--- src/rtl/muldiv_unit_pkg.sv ---
// muldiv_unit_pkg
// Shared types and helpers for the RV64M multiply/divide engine.
//   muldiv_op_t : 4-bit opcode presented by execute on req_op
//   mdState_t   : engine FSM states
//   mdCtrl_t    : decode control bits marking a mul/div instruction
// Helper predicates classify an opcode so the engine and decode agree.
package muldiv_unit_pkg;

  localparam int WordW = 32;

  typedef enum logic [3:0] {
    MD_MUL    = 4'd0,
    MD_MULH   = 4'd1,
    MD_MULHSU = 4'd2,
    MD_MULHU  = 4'd3,
    MD_DIV    = 4'd4,
    MD_DIVU   = 4'd5,
    MD_REM    = 4'd6,
    MD_REMU   = 4'd7,
    MD_MULW   = 4'd8,
    MD_DIVW   = 4'd9,
    MD_DIVUW  = 4'd10,
    MD_REMW   = 4'd11,
    MD_REMUW  = 4'd12
  } muldiv_op_t;

  typedef enum logic [1:0] {
    IDLE = 2'd0,
    BUSY = 2'd1,
    DONE = 2'd2
  } mdState_t;

  // Decode output: isMulDiv steers the execute stage to the engine.
  typedef struct packed {
    logic       isMulDiv;
    muldiv_op_t mdOp;
  } mdCtrl_t;

  function automatic logic is_div(input muldiv_op_t op);
    return op inside {MD_DIV, MD_DIVU, MD_REM, MD_REMU,
                      MD_DIVW, MD_DIVUW, MD_REMW, MD_REMUW};
  endfunction

  function automatic logic is_rem(input muldiv_op_t op);
    return op inside {MD_REM, MD_REMU, MD_REMW, MD_REMUW};
  endfunction

  function automatic logic is_mul_high(input muldiv_op_t op);
    return op inside {MD_MULH, MD_MULHSU, MD_MULHU};
  endfunction

  // MULHSU keeps a signed while b is unsigned; MULW is treated as signed,
  // which leaves the low 32 product bits unaffected.
  function automatic logic is_signed_a(input muldiv_op_t op);
    return op inside {MD_MUL, MD_MULH, MD_MULHSU, MD_DIV, MD_REM,
                      MD_MULW, MD_DIVW, MD_REMW};
  endfunction

  function automatic logic is_signed_b(input muldiv_op_t op);
    return op inside {MD_MUL, MD_MULH, MD_DIV, MD_REM,
                      MD_MULW, MD_DIVW, MD_REMW};
  endfunction

  function automatic logic is_word(input muldiv_op_t op);
    return op inside {MD_MULW, MD_DIVW, MD_DIVUW, MD_REMW, MD_REMUW};
  endfunction

  function automatic logic [63:0] sext32(input logic [WordW-1:0] v);
    return {{(64 - WordW){v[WordW-1]}}, v};
  endfunction

  // Marks OP / OP-32 instructions with funct7=0000001 as mul/div.
  // OP uses funct3 directly as the opcode index (MUL..REMU).
  function automatic mdCtrl_t decode_muldiv(input logic [6:0] opcode,
                                            input logic [2:0] funct3,
                                            input logic [6:0] funct7);
    mdCtrl_t c;
    c.isMulDiv = 1'b0;
    c.mdOp     = MD_MUL;
    if (funct7 == 7'b0000001) begin
      if (opcode == 7'b0110011) begin
        c.isMulDiv = 1'b1;
        c.mdOp     = muldiv_op_t'({1'b0, funct3});
      end else if (opcode == 7'b0111011) begin
        case (funct3)
          3'd0: begin c.isMulDiv = 1'b1; c.mdOp = MD_MULW;  end
          3'd4: begin c.isMulDiv = 1'b1; c.mdOp = MD_DIVW;  end
          3'd5: begin c.isMulDiv = 1'b1; c.mdOp = MD_DIVUW; end
          3'd6: begin c.isMulDiv = 1'b1; c.mdOp = MD_REMW;  end
          3'd7: begin c.isMulDiv = 1'b1; c.mdOp = MD_REMUW; end
          default: c.isMulDiv = 1'b0;
        endcase
      end
    end
    return c;
  endfunction

endpackage

--- src/rtl/muldiv_step.sv ---
// muldiv_step
// One combinational iteration of the engine.
//   acc     : 2*XLEN accumulator (mul: {partial, multiplier}; div: {rem, dividend/quotient})
//   operand : multiplicand magnitude (mul) or divisor magnitude (div)
//   isDiv   : selects restoring-divide step instead of shift-add step
//   accNext : accumulator after this iteration (div: bit 0 left clear)
//   qBit    : quotient bit produced by a divide step (0 for multiply)
module muldiv_step #(
  parameter int XLEN = 64
) (
  input  logic [2*XLEN-1:0] acc,
  input  logic [XLEN-1:0]   operand,
  input  logic              isDiv,
  output logic [2*XLEN-1:0] accNext,
  output logic              qBit
);

  logic [XLEN:0] mulSum;
  logic [XLEN:0] divDiff;

  // Multiply: add the multiplicand into the upper half when the current
  // multiplier bit is set, then shift the whole accumulator right.
  // Divide: shift the next dividend bit into the remainder and try to
  // subtract; the top bit of the (XLEN+1)-bit difference is the borrow.
  // The quotient bit slot is left clear and filled by the caller from qBit.
  always_comb begin
    mulSum  = {1'b0, acc[2*XLEN-1:XLEN]} + (acc[0] ? {1'b0, operand} : '0);
    divDiff = {acc[2*XLEN-1:XLEN], acc[XLEN-1]} - {1'b0, operand};
    qBit    = 1'b0;
    accNext = '0;
    if (isDiv) begin
      qBit    = ~divDiff[XLEN];
      accNext = {(qBit ? divDiff[XLEN-1:0] : {acc[2*XLEN-2:XLEN], acc[XLEN-1]}),
                 acc[XLEN-2:0], 1'b0};
    end else begin
      accNext = {mulSum, acc[XLEN-1:1]};
    end
  end

endmodule

--- src/rtl/muldiv_unit.sv ---
// muldiv_unit
// Iterative RV64M multiply/divide engine sitting beside the execute ALU.
//   clk, reset            : clock, asynchronous active-high reset
//   flush                 : abort any in-flight op, no response issued
//   req_valid/op/a/b      : request from execute; req_ready high only in IDLE
//   busy                  : pipeline stall, high while BUSY or DONE
//   resp_valid/resp_data  : registered result, held until resp_ready
// Normal ops iterate ITERS cycles; divide-by-zero and signed overflow are
// resolved at accept and go straight to DONE.
module muldiv_unit
  import muldiv_unit_pkg::*;
#(
  parameter int XLEN  = 64,
  parameter int ITERS = 64
) (
  input  logic            clk,
  input  logic            reset,
  input  logic            flush,
  input  logic            req_valid,
  input  logic [3:0]      req_op,
  input  logic [XLEN-1:0] req_a,
  input  logic [XLEN-1:0] req_b,
  output logic            req_ready,
  output logic            busy,
  output logic            resp_valid,
  output logic [XLEN-1:0] resp_data,
  input  logic            resp_ready
);

  localparam int CountW = $clog2(ITERS);
  localparam logic [XLEN-1:0] MinInt  = {1'b1, {(XLEN-1){1'b0}}};
  localparam logic [XLEN-1:0] MinWord = {{(XLEN-31){1'b1}}, 31'b0};

  mdState_t          state;
  muldiv_op_t        opReg;
  logic [XLEN-1:0]   operandReg;
  logic [2*XLEN-1:0] accReg;
  logic              negReg;
  logic [CountW-1:0] count;

  muldiv_op_t        newOp;
  logic [XLEN-1:0]   aExt;
  logic [XLEN-1:0]   bExt;
  logic              aNeg;
  logic              bNeg;
  logic [XLEN-1:0]   aMag;
  logic [XLEN-1:0]   bMag;
  logic              newNeg;
  logic              divZero;
  logic              divOvf;
  logic              isSpecial;
  logic [XLEN-1:0]   specialRaw;
  logic [XLEN-1:0]   specialData;
  logic [2*XLEN-1:0] initAcc;
  logic [XLEN-1:0]   initOperand;

  logic [2*XLEN-1:0] stepAcc;
  logic              stepQ;
  logic [2*XLEN-1:0] iterAcc;
  logic [2*XLEN-1:0] product;
  logic [XLEN-1:0]   quotient;
  logic [XLEN-1:0]   remainder;
  logic [XLEN-1:0]   finalRaw;
  logic [XLEN-1:0]   finalData;

  // Operand preparation for the request currently on the bus. W forms work
  // on the low word (zero-extended for DIVUW/REMUW), signed forms are turned
  // into magnitudes plus one sign flag: quotient/product sign is the xor of
  // the operand signs, remainder sign follows the dividend.
  always_comb begin
    newOp = muldiv_op_t'(req_op);
    if (is_word(newOp)) begin
      aExt = is_signed_a(newOp) ? sext32(req_a[31:0]) : {32'b0, req_a[31:0]};
      bExt = is_signed_b(newOp) ? sext32(req_b[31:0]) : {32'b0, req_b[31:0]};
    end else begin
      aExt = req_a;
      bExt = req_b;
    end
    aNeg   = is_signed_a(newOp) && aExt[XLEN-1];
    bNeg   = is_signed_b(newOp) && bExt[XLEN-1];
    aMag   = aNeg ? -aExt : aExt;
    bMag   = bNeg ? -bExt : bExt;
    newNeg = is_rem(newOp) ? aNeg : (aNeg ^ bNeg);

    initAcc     = is_div(newOp) ? {{XLEN{1'b0}}, aMag} : {{XLEN{1'b0}}, bMag};
    initOperand = is_div(newOp) ? bMag : aMag;
  end

  // Divide special cases are settled at accept so the engine never iterates
  // on them: x/0 gives all ones (remainder = dividend), MIN/-1 gives the
  // dividend back with a zero remainder. W results are re-sign-extended.
  always_comb begin
    divZero = is_div(newOp) && (bExt == '0);
    divOvf  = is_div(newOp) && is_signed_a(newOp) && (bExt == '1) &&
              (aExt == (is_word(newOp) ? MinWord : MinInt));
    isSpecial = divZero || divOvf;
    if (divZero) begin
      specialRaw = is_rem(newOp) ? aExt : '1;
    end else begin
      specialRaw = is_rem(newOp) ? '0 : aExt;
    end
    specialData = is_word(newOp) ? sext32(specialRaw[31:0]) : specialRaw;
  end

  muldiv_step #(.XLEN(XLEN)) uStep (
    .acc     (accReg),
    .operand (operandReg),
    .isDiv   (is_div(opReg)),
    .accNext (stepAcc),
    .qBit    (stepQ)
  );

  // The step leaves the quotient slot clear; insert the new quotient bit
  // for divides. Multiplies use the step result as-is.
  always_comb begin
    iterAcc = is_div(opReg) ? {stepAcc[2*XLEN-1:1], stepQ} : stepAcc;
  end

  // Result assembly from the accumulator produced in the last iteration:
  // apply the stored sign, pick the half / quotient / remainder the op asks
  // for, and sign-extend the low word for W forms.
  always_comb begin
    product   = negReg ? -iterAcc : iterAcc;
    quotient  = negReg ? -iterAcc[XLEN-1:0] : iterAcc[XLEN-1:0];
    remainder = negReg ? -iterAcc[2*XLEN-1:XLEN] : iterAcc[2*XLEN-1:XLEN];
    if (is_div(opReg)) begin
      finalRaw = is_rem(opReg) ? remainder : quotient;
    end else begin
      finalRaw = is_mul_high(opReg) ? product[2*XLEN-1:XLEN] : product[XLEN-1:0];
    end
    finalData = is_word(opReg) ? sext32(finalRaw[31:0]) : finalRaw;
  end

  // Control FSM with registered handshake outputs. Flush wins over every
  // other transition and drops any pending result. DONE only returns to
  // IDLE; a request seen in DONE is ignored even while resp_ready is high.
  always_ff @(posedge clk or posedge reset) begin
    if (reset) begin
      state      <= IDLE;
      opReg      <= MD_MUL;
      operandReg <= '0;
      accReg     <= '0;
      negReg     <= 1'b0;
      count      <= '0;
      req_ready  <= 1'b1;
      busy       <= 1'b0;
      resp_valid <= 1'b0;
      resp_data  <= '0;
    end else if (flush) begin
      state      <= IDLE;
      count      <= '0;
      req_ready  <= 1'b1;
      busy       <= 1'b0;
      resp_valid <= 1'b0;
    end else begin
      case (state)
        IDLE: begin
          if (req_valid && req_ready) begin
            opReg      <= newOp;
            operandReg <= initOperand;
            accReg     <= initAcc;
            negReg     <= newNeg;
            count      <= '0;
            req_ready  <= 1'b0;
            busy       <= 1'b1;
            if (isSpecial) begin
              state      <= DONE;
              resp_valid <= 1'b1;
              resp_data  <= specialData;
            end else begin
              state <= BUSY;
            end
          end
        end
        BUSY: begin
          accReg <= iterAcc;
          count  <= count + CountW'(1);
          if (count == CountW'(ITERS - 1)) begin
            state      <= DONE;
            resp_valid <= 1'b1;
            resp_data  <= finalData;
          end
        end
        DONE: begin
          if (resp_ready) begin
            state      <= IDLE;
            resp_valid <= 1'b0;
            busy       <= 1'b0;
            req_ready  <= 1'b1;
          end
        end
        default: begin
          state      <= IDLE;
          req_ready  <= 1'b1;
          busy       <= 1'b0;
          resp_valid <= 1'b0;
        end
      endcase
    end
  end

endmodule

--- config.mk ---
export PLATFORM = sky130hd
export DESIGN_NAME = muldiv_unit
export DESIGN_NICKNAME = d
export VERILOG_FILES = /design/src/rtl/muldiv_unit_pkg.sv /design/src/rtl/muldiv_step.sv /design/src/rtl/muldiv_unit.sv
export SDC_FILE = /design/constraint.sdc
export NUM_CORES = 2
export LEC_CHECK = 0
export ABC_AREA = 1
export BUFFER_PORTS_ARGS = -buffer_cell sky130_fd_sc_hd__buf_2
export CORE_MARGIN = 2
export CORE_UTILIZATION = 59
export CTS_BUF_LIST = sky130_fd_sc_hd__clkbuf_2
export DETAILED_ROUTE_END_ITERATION = 12
export PLACE_DENSITY = 0.8
export SLEW_MARGIN = 20
export SYNTH_ARGS = -nofsm -noshare
export SYNTH_HDL_FRONTEND = slang
export SYNTH_SLANG_ARGS = --single-unit
--- constraint.sdc ---
create_clock -name clk -period 9.7 [get_ports clk]
set_input_delay 1.94 -clock clk [delete_from_list [all_inputs] [get_ports clk]]
set_output_delay 1.94 -clock clk [all_outputs]
set_load 0.02 [all_outputs]
==> impl_metrics.toml, run 1 <==
[synthesis]
synth_simple_gate_area_share_pct = 43.68
yosys_warnings = 0
synthesis.nets = 7478
synthXorXnorAreaFrac_pct = 5.024
yosysSeqAreaShare_pct = 17.20
muxShareOfSynthArea_pct = 0.06007
synth_adder_area_share_pct = 4.338
ys_ff_latch = 272
synth_area_per_cell_sq_um = 5.493
async_reset_ff_share_pct = 100.0
synth_top_family_by_area = "simple AND/OR/NAND/NOR gates"
ys_types = 65
synth-edff-count = 0
synth_compound_area_share_pct = 17.17
synthCells = 7205
synth_area_sq_mm = 0.03957
synthFlopType = "dfrtp_1"

[global_route]
grt_pass1_wl_um = 321400
grt_max_degree = 153
grt_use_total_pct = 61.47
grt_overflow_total = 19
grt_pass1_vias = 50500

[run_status]
outcome = "did not finish"
lastStage = "global routing"
error_line = "[ERROR GRT-0116] Global routing finished with congestion. Check the congestion regions in the DRC Viewer."

[clocking]
clock-sinks = 272
ctsResizeCount = 0
htree_levels = 3
root_buffer = "clkbuf_2"
cts_buffers = 79
post-cts-setup-buffers = 0
clockBufferDepth = 3
ctsHoldBuffers = 0

[die]
row_count = 94
initial_core_util_pct = 59.87
die_width_um = 263.0
dieHeight_um = 263.0
io_pins = 204

[placed_design]
place.port_buffers = 203
place_congestion = 1.266
dp_hpwl_um = 165000
==> per-layer routing <==
layer | GRT overflow | global-route usage (%)
met1 | 0 | 63.42
met2 | 9 | 86.62
met3 | 0 | 33.20
met4 | 10 | 61.27
met5 | 0 | 5.128
==> synthesized netlist by cell type (5+ instances only) <==
| library cell | instances | area share (%) |
|---|---|---|
| nor2_1 | 799 | 7.6 |
| nor2_2 | 29 | 0.46 |
| xor2_1 | 185 | 4.1 |
| nand2_2 | 96 | 1.5 |
| clkbuf_1 | 182 | 1.7 |
| buf_1 | 34 | 0.32 |
| buf_6 | 13 | 0.37 |
| nor2_4 | 6 | 0.17 |
| nand3_1 | 586 | 7.4 |
| nand2_4 | 5 | 0.14 |
| o31ai_1 | 9 | 0.17 |
| buf_4 | 5 | 0.095 |
| or2_1 | 9 | 0.14 |
| dfrtp_1 | 271 | 17 |
| inv_2 | 30 | 0.28 |
| buf_2 | 40 | 0.51 |
| a21oi_2 | 15 | 0.33 |
| nor3_1 | 85 | 1.1 |
| inv_1 | 944 | 9.0 |
| nor3_2 | 7 | 0.18 |
| nand3_2 | 20 | 0.51 |
| o211ai_1 | 93 | 1.8 |
| ha_1 | 134 | 4.2 |
| nand4_1 | 74 | 1.2 |
| o21ai_0 | 451 | 5.7 |
| nand2_1 | 2278 | 22 |
| o22ai_1 | 47 | 0.74 |
| nand3b_1 | 27 | 0.51 |
| or2_2 | 24 | 0.38 |
| nor4_1 | 30 | 0.47 |
| a22oi_1 | 7 | 0.13 |
| a31oi_1 | 80 | 1.3 |
| o21ai_2 | 10 | 0.22 |
| o21bai_1 | 25 | 0.47 |
| a21oi_1 | 429 | 5.4 |
| xnor2_1 | 42 | 0.93 |
| o21ai_1 | 30 | 0.38 |
==> kinds of logic after synthesis <==
logic type	count (synthesis)
buf+inv	1257
fa+ha+maj	136
simple gates	4090
flops	272
mux	2
compound gates	1221
xor+xnor	227
==> stage by stage <==
step	util [%]	instances	hold WS, ns	setup slack [ns]	area [sq um]
4_1_cts	62.68	8163	0.4879	3.237	41430
3_5_place_dp	61.67	8031	0.4597	2.063	40760
3_3_place_gp	61.67	8031	0.4628	2.109	40760
2_1_floorplan	-	7205	0.4683	0.2663	39570
==> run 2, diff against run 1 <==
Settings changed: CORE_UTILIZATION 59 to 40, CTS_BUF_LIST sky130_fd_sc_hd__clkbuf_2 to default, PLACE_DENSITY 0.8 to default, PLACE_DENSITY_LB_ADDON from default to 0.15.
Clock period 9.7 ns to 12.6 ns, I/O delays scaled along.
==> impl_metrics.toml, run 2 <==
[detailed_routing]
firstDrtPassIters = 6
wirelength_um = 239200
viasPerCell = 5.878
drtIter0Drc = 6179
wl_per_cell_um = 27.98
vias = 50260
ant_nets = 0
drc_errors = 0

[setup_path]
arrival_ns = 7.30
r2r_cells = 30
timing.rr.end = "resp_data[37]"
cp-end-kind = "flip-flop"
critPathLaunchType = "flip-flop"
worst_path_max_delay_cell = "buf_4"
critPathMaxFanout = 54
ff2ff_setup_slack_ns = 5.89
required_ns = 13.19
r2r-start = "operandReg[58]"
cpMostUsedCell = "nand2_1"
critical_path_class = "flip-flop to flip-flop"
cp_slowest_stage_delay_ns = 0.67

[sta]
final_hold_viol_count = 0
worst_pin_slew_ns = 1.205
setup_viol_count_final = 0
max_freq_mhz = 148.9
slew_headroom_pct = 18.79
grt_setup_unrepaired = "no"
fin_skew_ns = 0.03695
slew_violations = 0
finalCritPeriodShare_pct = 53.29
tns_ns = 0
period_needed_ns = 6.714

[synthesis]
synth-edff-count = 0
synthCells = 7205
synthTopCellsByCount = "nand2_1, inv_1, nor2_1"
synth_area_per_cell_sq_um = 5.493
yosysSeqAreaShare_pct = 17.20
async_reset_ff_share_pct = 100.0
yosys_warnings = 0
ys_ff_latch = 272
synth_most_common_cell = "nand2_1"
synth_area_leaders = "nand2_1, dfrtp_1, inv_1, nor2_1, nand3_1"
synthesis.nets = 7478
netlist.area_leader.share_pct = 21.61
ys_types = 65
yosys.area.top_type = "nand2_1"
synth_area_sq_mm = 0.03957
synthFlopType = "dfrtp_1"

[die]
dieHeight_um = 318.5
row_count = 115
initial_core_util_pct = 40.27
coreArea_sq_mm = 0.09828
die_width_um = 318.5
dieArea_sq_mm = 0.1015
io_pins = 204

[final_layout]
fin_nets = 7499
drive_gt1_share_pct = 8.173
multi_input_area_sq_mm = 0.02787
n_fill_cell = 11170
top_regs = "accReg x128, operandReg x64, resp_data x64"
mostFrequentLayoutCells = "nand2_1, inv_1, nor2_1, nand3_1, o21ai_0"
largest_reg_flops = 128
syn_to_final_growth_pct = 8.331
regMostFlops = "accReg"
final_common_cell = "nand2_1"
seq_area_sq_mm = 0.006813

[global_route]
busiest_layer = "met2"
use_met1_pct = 53.23
antenna_found_initial = 20
grt_overflow_total = 0
grt_use_total_pct = 45.64
use_met3_pct = 10.18
use_met2_pct = 71.58
grt_max_degree = 93
grt_pass1_vias = 46800
grt_pass1_wl_um = 335500

[clocking]
post-cts-setup-buffers = 0
root_buffer = "clkbuf_16"
ctsResizeCount = 0
clockBufferDepth = 3
htree_levels = 2
worstSkewPairLatency_ns = 0.66
clock-sinks = 272
path_clk_slew_ns = 0.07
ctsHoldBuffers = 0
tritoncts = "done"
cts_buffers = 40

[run_status]
outcome = "finished, final reports clean"

[min_path]
min_path_type = "flip-flop to flip-flop"
holdPathEnd = "resp_data[54]"
holdCritStartpoint = "resp_data[54]"
hold_path_depth = 2

[placed_design]
place_congestion = 1.123
place.port_buffers = 203
dp_hpwl_um = 195900

[run]
drv_cap = 0
run 2: cell counts after synthesis:
No cell type changed its count.
run 2: worst max-delay path by stage:
stage	from	endpoint	cells past startpoint
6_report	operandReg[58]	resp_data[37]	30
3_5_place_dp	req_a[30]	resp_data[31]	17
4_1_cts	req_a[30]	resp_data[31]	17
3_3_place_gp	req_a[30]	resp_data[31]	17
5_1_grt	req_op[1]	operandReg[54]	15
2_1_floorplan	reset	accReg[0]	1
run 2: worst max-delay path, delay by kind of cell, from the launching register on:
family / cells / cell delay [ns]
simple gates: 24 / 4.05
compound gates: 1 / 0.22
fa+ha+maj: 1 / 0.48
buf+inv: 4 / 1.32
flops: 1 / 0.52
run 2: logic make-up (layout without fill, tap and decap cells):
logic type	Yosys count	after routing	synth area share, %
muxes	2	2	0.06006
xor gates and xnor gates	227	227	5.024
DFF	272	272	17.20
other	0	6	0
buffers and inverters	1257	1308	12.53
AOI/OAI and AO/OA	1221	1221	17.17
and+or+nand+nor	4090	4090	43.68
adders and majority gates	136	136	4.338
run 2: stage by stage:
| stage | hold slack (ns) | std cells | cell area, sq um | worst slack (ns) | utilization [%] |
|---|---|---|---|---|---|
| after CTS | 0.4811 | 8543 | 42860 | 6.028 | 43.61 |
| final | 0.4728 | 8549 | 42870 | 5.886 | 43.62 |
| after global routing | 0.5011 | 8544 | 42860 | 5.573 | 43.61 |
| after global placement | 0.4609 | 8471 | 41410 | 5.359 | 42.14 |
| after floorplan | 0.4683 | 7205 | 39570 | 2.586 | - |
| after detailed placement | 0.4598 | 8471 | 41410 | 5.377 | 42.14 |
run 2: metal layers:
layer | vias to the layer above | part of all wire (%)
li1 | 23230 | -
met1 | 23400 | 37
met2 | 2877 | 43
met3 | 740 | 9.5
met4 | 10 | 10
met5 | - | 0.032
run 2: layout make-up:
class	count	share of cell area, %
Clock buffer	51	2.548
Tap cell	1287	3.756
Inverter	978	8.607
Timing Repair Buffer	258	3.333
Sequential cell	272	15.89
Clock inverter	21	0.8259
Multi-Input combinational cell	5676	65.00
Antenna cell	6	0.03502
Power of run 2 is left out: the tool's default activity adds up to more than one toggle a clock period on the data nets, which glitch-free logic cannot reach.
